File: src/rtl/cphy_tx_defs.sv
// ----------------------------------------------------------------------------
// cphy_tx_defs
// Shared definitions for the C-PHY HS transmit path.
//   - tx_state_e : burst sequencer state encoding
//   - hs_word_t  : one 7-symbol word as {flip, rot, pol}; bit i is symbol i,
//                  and symbol 0 goes out first
//   - SYM3/SYM4  : 3-bit {F,R,P} symbol codes
//   - WORD_PRE / WORD_SYNC / WORD_POST : fixed burst words
// ----------------------------------------------------------------------------
package cphy_tx_defs;

    typedef enum logic [2:0] {
        ST_IDLE     = 3'd0,
        ST_PREP     = 3'd1,
        ST_PREAMBLE = 3'd2,
        ST_SYNC     = 3'd3,
        ST_DATA     = 3'd4,
        ST_POST     = 3'd5,
        ST_GAP      = 3'd6
    } tx_state_e;

    typedef struct packed {
        logic [6:0] flip;
        logic [6:0] rot;
        logic [6:0] pol;
    } hs_word_t;

    localparam logic [2:0] SYM3 = 3'b011;
    localparam logic [2:0] SYM4 = 3'b100;

    // Word carrying the same symbol in all seven positions.
    function automatic hs_word_t fill_word(input logic [2:0] sym);
        hs_word_t w;
        w.flip = {7{sym[2]}};
        w.rot  = {7{sym[1]}};
        w.pol  = {7{sym[0]}};
        return w;
    endfunction

    localparam hs_word_t WORD_PRE  = fill_word(SYM3);
    // Symbol sequence 3444443, symbol 0 in bit 0.
    localparam hs_word_t WORD_SYNC = hs_word_t'({7'b0111110, 7'b1000001, 7'b1000001});
    localparam hs_word_t WORD_POST = fill_word(SYM4);

endpackage

File: src/rtl/hs_tx_sequencer.sv
// ----------------------------------------------------------------------------
// hs_tx_sequencer
// Sequences one C-PHY HS burst toward the serializer:
//   PREP wait -> preamble words -> sync word -> payload words -> post words,
// followed by an idle gap before another request is accepted. One 7-symbol
// word is presented per TxWordClkHs cycle.
//
// Ports
//   TxWordClkHs   in   word clock, rising edge
//   rst           in   asynchronous active-low reset
//   TxRequestHS   in   PPI HS request, held high for the burst
//   CfgPreWords   in   preamble length in words (0 behaves as 1), latched at burst start
//   DataFlip/Rot/Pol in mapped payload word
//   TxReadyHS     out  payload word accepted on an edge where TxRequestHS & TxReadyHS
//   SerializerEn  out  serializer enable (registered)
//   TxFlip/TxRotation/TxPolarity out word to the serializer (registered)
//   HsActive      out  high from PREP through POST
//   BurstDone     out  one-cycle pulse on the POST->GAP edge (registered)
//   dbg_state     out  current sequencer state, for observation only
//
// Handshake: TxReadyHS is high in SYNC and DATA. On every edge where both
// TxRequestHS and TxReadyHS are high, Data* is captured into the output word.
// TxRequestHS low while TxReadyHS is high ends the payload and starts POST.
// ----------------------------------------------------------------------------
module hs_tx_sequencer
    import cphy_tx_defs::*;
#(
    parameter int PREP_CYCLES = 2,
    parameter int POST_WORDS  = 1,
    parameter int GAP_CYCLES  = 2
) (
    input  logic       TxWordClkHs,
    input  logic       rst,
    input  logic       TxRequestHS,
    input  logic [7:0] CfgPreWords,
    input  logic [6:0] DataFlip,
    input  logic [6:0] DataRot,
    input  logic [6:0] DataPol,
    output logic       TxReadyHS,
    output logic       SerializerEn,
    output logic [6:0] TxFlip,
    output logic [6:0] TxRotation,
    output logic [6:0] TxPolarity,
    output logic       HsActive,
    output logic       BurstDone,
    output logic [2:0] dbg_state
);

    localparam logic [7:0] PREP_LOAD = 8'(PREP_CYCLES - 1);
    localparam logic [7:0] POST_LOAD = 8'(POST_WORDS - 1);
    localparam logic [7:0] GAP_LOAD  = 8'(GAP_CYCLES - 1);

    tx_state_e  state_q, state_d;
    logic [7:0] cnt_q, cnt_d;
    logic [7:0] pre_q, pre_d;
    hs_word_t   word_q, word_d;
    logic       ser_en_q, ser_en_d;
    logic       burst_done_q, burst_done_d;

    hs_word_t   data_word;
    assign data_word = '{flip: DataFlip, rot: DataRot, pol: DataPol};

    always_comb begin
        state_d      = state_q;
        cnt_d        = cnt_q;
        pre_d        = pre_q;
        word_d       = word_q;
        ser_en_d     = ser_en_q;
        burst_done_d = 1'b0;

        case (state_q)
            ST_IDLE: begin
                if (TxRequestHS) begin
                    state_d = ST_PREP;
                    cnt_d   = PREP_LOAD;
                    // A zero-length preamble is not legal on the line.
                    pre_d   = (CfgPreWords == 8'd0) ? 8'd1 : CfgPreWords;
                end
            end

            ST_PREP: begin
                word_d   = '0;
                ser_en_d = 1'b0;
                if (cnt_q == 8'd0) begin
                    state_d  = ST_PREAMBLE;
                    cnt_d    = pre_q - 8'd1;
                    word_d   = WORD_PRE;
                    ser_en_d = 1'b1;
                end else begin
                    cnt_d = cnt_q - 8'd1;
                end
            end

            ST_PREAMBLE: begin
                if (cnt_q == 8'd0) begin
                    state_d = ST_SYNC;
                    word_d  = WORD_SYNC;
                end else begin
                    cnt_d = cnt_q - 8'd1;
                end
            end

            // The request is sampled even in SYNC, so a request dropped
            // before the payload still yields a clean SYNC -> POST burst.
            ST_SYNC, ST_DATA: begin
                if (TxRequestHS) begin
                    state_d = ST_DATA;
                    word_d  = data_word;
                end else begin
                    state_d = ST_POST;
                    word_d  = WORD_POST;
                    cnt_d   = POST_LOAD;
                end
            end

            ST_POST: begin
                if (cnt_q == 8'd0) begin
                    state_d      = ST_GAP;
                    word_d       = '0;
                    ser_en_d     = 1'b0;
                    burst_done_d = 1'b1;
                    cnt_d        = GAP_LOAD;
                end else begin
                    cnt_d = cnt_q - 8'd1;
                end
            end

            ST_GAP: begin
                if (cnt_q == 8'd0) begin
                    state_d = ST_IDLE;
                end else begin
                    cnt_d = cnt_q - 8'd1;
                end
            end

            default: begin
                state_d  = ST_IDLE;
                cnt_d    = 8'd0;
                word_d   = '0;
                ser_en_d = 1'b0;
            end
        endcase
    end

    always_ff @(posedge TxWordClkHs or negedge rst) begin
        if (!rst) begin
            state_q      <= ST_IDLE;
            cnt_q        <= 8'd0;
            pre_q        <= 8'd0;
            word_q       <= '0;
            ser_en_q     <= 1'b0;
            burst_done_q <= 1'b0;
        end else begin
            state_q      <= state_d;
            cnt_q        <= cnt_d;
            pre_q        <= pre_d;
            word_q       <= word_d;
            ser_en_q     <= ser_en_d;
            burst_done_q <= burst_done_d;
        end
    end

    assign TxReadyHS    = (state_q == ST_SYNC) || (state_q == ST_DATA);
    assign HsActive     = (state_q == ST_PREP) || (state_q == ST_PREAMBLE) ||
                          (state_q == ST_SYNC) || (state_q == ST_DATA) ||
                          (state_q == ST_POST);
    assign SerializerEn = ser_en_q;
    assign TxFlip       = word_q.flip;
    assign TxRotation   = word_q.rot;
    assign TxPolarity   = word_q.pol;
    assign BurstDone    = burst_done_q;
    assign dbg_state    = state_q;

endmodule

File: config.mk
export PLATFORM = sky130hd
export DESIGN_NAME = hs_tx_sequencer
export DESIGN_NICKNAME = d
export VERILOG_FILES = /design/src/rtl/cphy_tx_defs.sv /design/src/rtl/hs_tx_sequencer.sv
export SDC_FILE = /design/constraint.sdc
export NUM_CORES = 1
export LEC_CHECK = 0
export BUFFER_PORTS_ARGS = -buffer_cell sky130_fd_sc_hd__buf_2
export CORE_MARGIN = 10
export CORE_UTILIZATION = 56
export DETAILED_ROUTE_END_ITERATION = 12
export GPL_TIMING_DRIVEN = 0
export PLACE_DENSITY = 0.87
export SLEW_MARGIN = 25
export SYNTH_ARGS = -nofsm -noshare
export SYNTH_HDL_FRONTEND = slang
export SYNTH_SLANG_ARGS = --single-unit
File: constraint.sdc
create_clock -name TxWordClkHs -period 5.9 [get_ports TxWordClkHs]
set_clock_uncertainty 0.15 [all_clocks]
set_input_delay 0.885 -clock TxWordClkHs [delete_from_list [all_inputs] [get_ports TxWordClkHs]]
set_output_delay 0.885 -clock TxWordClkHs [all_outputs]
set_load 0.02 [all_outputs]
==> results.md <==
* Crit-path slowest cell: dfrtp_1
* Post-layout worst setup margin at 2930 ps
* Port Buffers at 58
* Most used cell, CP: clkbuf_1
* Largest family of logic cells by synthesized area: compound AO/OA/AOI/OAI gates
* Final WL at 5680 microns
* Setup Buffers After CTS at 0
* Post-cts repair resize count at 0
* HP Class: flip-flop to flip-flop
* Final-report hold violation count at 0
* Root Buffer: clkbuf_8
* Switch Pwr at 0.000763 W
* Design Area, Final at 2650 sq um
* Clk_lat worst skew at 300 ps
* # rows at 22
* Element type at the critical path start: flip-flop
* Fin crit period at 2970 ps
* Worst Max-Slew Pin Slew at 906 ps
* Routability cong. at 0.839
* Layout cell share with drive strength beyond 1 at 0.285
* Hold Buf Count CTS at 0
* Pint at 0.000863 W
* CTS tree: done
* GRT Util Overall at 0.169
* Synth Area in Adders at 0.0170
* Drt pass-1 iters at 4
* TritonCTS Sinks at 42
* Die Wd at 82.7 microns
* Final period util at 0.503
* Post-synth top cells: 42 x dfrtp_1, 19 x nand2_1, 16 x o21ai_0, 14 x a21oi_1, 11 x a221o_1
* Synthesized area at 2200 sq um
* WS Path Type: flip-flop to output pin
* P_leak at 1.29 nW
* Setup violators final at 0
* Core Region at 3740 sq um
* Max-cap viol count at 0
* Fillers at 306
* Initial antenna violation count at 0
* Status: finished, final reports clean
* First-pass GRT wire length at 9110 microns
* Core Util, Final at 0.708
* Clk pin slew, worst setup/hold paths at 90 ps
* Flops & latches, synth at 42
* Slew HR at 0.396
* Number of global-route vias before repair at 1947
* DR vias at 1962
* Syn Nets at 250
* Largest net degree at the start of global routing at 43
* Layout Cells excl Fill at 329
* Post-synth top area share at 0.477
* Wirelength per Cell at 17.3 microns
* Xor and xnor area share after synthesis at 0.0398
* Slew Limit Fails at 0
* Critical path capture point type: output pin
* Final setup TNS at 0 ps
* Largest area contributor in the netlist: dfrtp_1
* Critical Path RT at 4870 ps
* Top Ports at 60
* Dpl hpwl at 4310 microns
* Chip height at 82.7 microns
* Post-synthesis sequential area ratio at 0.477
* Post-synthesis cell type count at 44
* EDFF count, synth at 0
* YS warnings at 0
* Max Fanout on Critical Path at 10
* Worst-case clock buffer depth at 2
* Delay of the slowest critical-path stage at 430 ps
* Grt ovf at 0
* Syn_area_per_cell at 10.2 sq um
* Sequential share of power at 0.304
* Post-Syn Instances at 215
* Area grow syn2layout at 20.2%
* Placed cells at 321
* Starting Density at 0.589
* Diodes inserted at 0
* Highest clock rate at 337 MHz
* Crit path arrival time at 1940 ps
* Sw frac at 0.469
* Synth Area in Compound Gates at 0.244
* CP Cell Sequence: clkbuf_1, clkbuf_1, nor3_1, a21oi_1, buf_2
* Post-synthesis mux area share at 0.0307
* CTS H-tree lvls at 2
* Cell with the most instances after synthesis: dfrtp_1
* Peak VDD IR at 0.000333 V
* Comb pwr share at 0.573
* Full die area at 6840 sq um
* ANT nets after route at 0
* Place WS at 3040 ps
* Area share of and/or/nand/nor cells after synthesis at 0.165
* DR DRC count at 0
* Clock power share at 0.123
* Total CTS buffers at 5
* Area post-placement at 2550 sq um
* Main flop type after synthesis: dfrtp_1
* Via/cell ratio at 5.96
* PwrDens at 614 nW/um^2
* Asr flop ratio synth at 1.00
* Synth area leaders: dfrtp_1 48%, a221o_1 5.0%, a22o_1 4.0%
* First DRT Iteration DRCs at 130
* Final nets at 315
* RSZ-0062 raised after global routing: false
==> sequential cells by signal (all words and copies together) (netlist names) <==
name and flops:
TxPolarity 7, TxFlip 7, SerializerEn 1, BurstDone 1, dbg_state 3, pre_q 8
TxRotation 7, cnt_q 8
==> cells by family (layout without fill, tap and decap cells) <==
family	count (synthesis)	in the layout
mux	6	6
simple gates	64	64
compound gates	75	75
xor+xnor	10	10
fa+ha+maj	3	3
buf+inv	15	81
flops	42	42
==> placed cells by master, fill, tap and decap left out, types with 2 or more instances in the layout <==
master	instances
a221o_1	11
o211ai_1	2
o221ai_1	2
nor2_1	8
a21oi_1	14
ha_1	3
buf_2	60
nor3_1	7
o22ai_1	4
dfrtp_1	42
o32ai_1	2
inv_6	3
a2bb2oi_1	2
nand2_1	19
nor4_1	4
xnor2_1	5
nor3b_1	2
nand2b_1	7
nor2b_1	3
mux2_2	6
inv_1	5
o21ai_0	16
nor4b_2	2
xor2_1	5
clkbuf_1	7
a22o_1	10
a21o_1	7
clkbuf_8	5
==> metal layers <==
metal,vias up,wire length (microns),global-route usage
li1,941,-,-
met1,949,2240,0.201
met2,65,2970,0.289
met3,7,407,0.0497
met4,0,69,0.0502
met5,-,0,0
==> power groups by stage <==
| stage | combinational, W | sequential [W] | clock (W) |
|---|---|---|---|
| 2_1_floorplan | 0.000616 | 0.000552 | 0 |
| 3_3_place_gp | 0.000892 | 0.000494 | 0 |
| 3_5_place_dp | 0.000920 | 0.000499 | 0 |
| 4_1_cts | 0.000933 | 0.000494 | 0.000201 |
| 5_1_grt | 0.00102 | 0.000511 | 0.000217 |
| 6_report | 0.000932 | 0.000495 | 0.000199 |
==> final cells by class <==
cell class,count,area [sq um],share of cell area
flip-flops and latches,42,1050,0.397
plain buffers,10,40.0,0.0151
clock buffers,5,68.8,0.0260
clock inverters,3,26.3,0.00992
multi-input cells,158,1090,0.413
well taps,48,60.1,0.0227
inverters,5,18.8,0.00709
repair buffers,58,290,0.110
==> through the flow <==
stage	power (W)	hold WS, ps
5_1_grt	0.00175	381
3_5_place_dp	0.00142	326
4_1_cts	0.00163	346
2_1_floorplan	0.00117	351
6_report	0.00163	342
3_3_place_gp	0.00139	307
==> path summary, 6_finish.rpt <==
kind | start | end | slack, ps | cells past startpoint
worst max-delay path | dbg_state[1] | HsActive | 2930 | 5
worst min-delay path | TxFlip[1] | TxFlip[1] | 340 | 2
worst max register to register | cnt_q[0] | TxRotation[2] | 3030 | 7
worst min register to register | TxFlip[1] | TxFlip[1] | 340 | 2
max in group asynchronous | rst | cnt_q[2] | 4480 | 1
min in group asynchronous | rst | BurstDone | 550 | 1
==> worst max-delay path: cells and delay by family, from the launching register on <==
family / cells / cell delay [ps]
buf+inv: 3 / 930
compound gates: 1 / 150
flops: 1 / 430
simple gates: 1 / 110
Power figures use the tool's default switching activity.
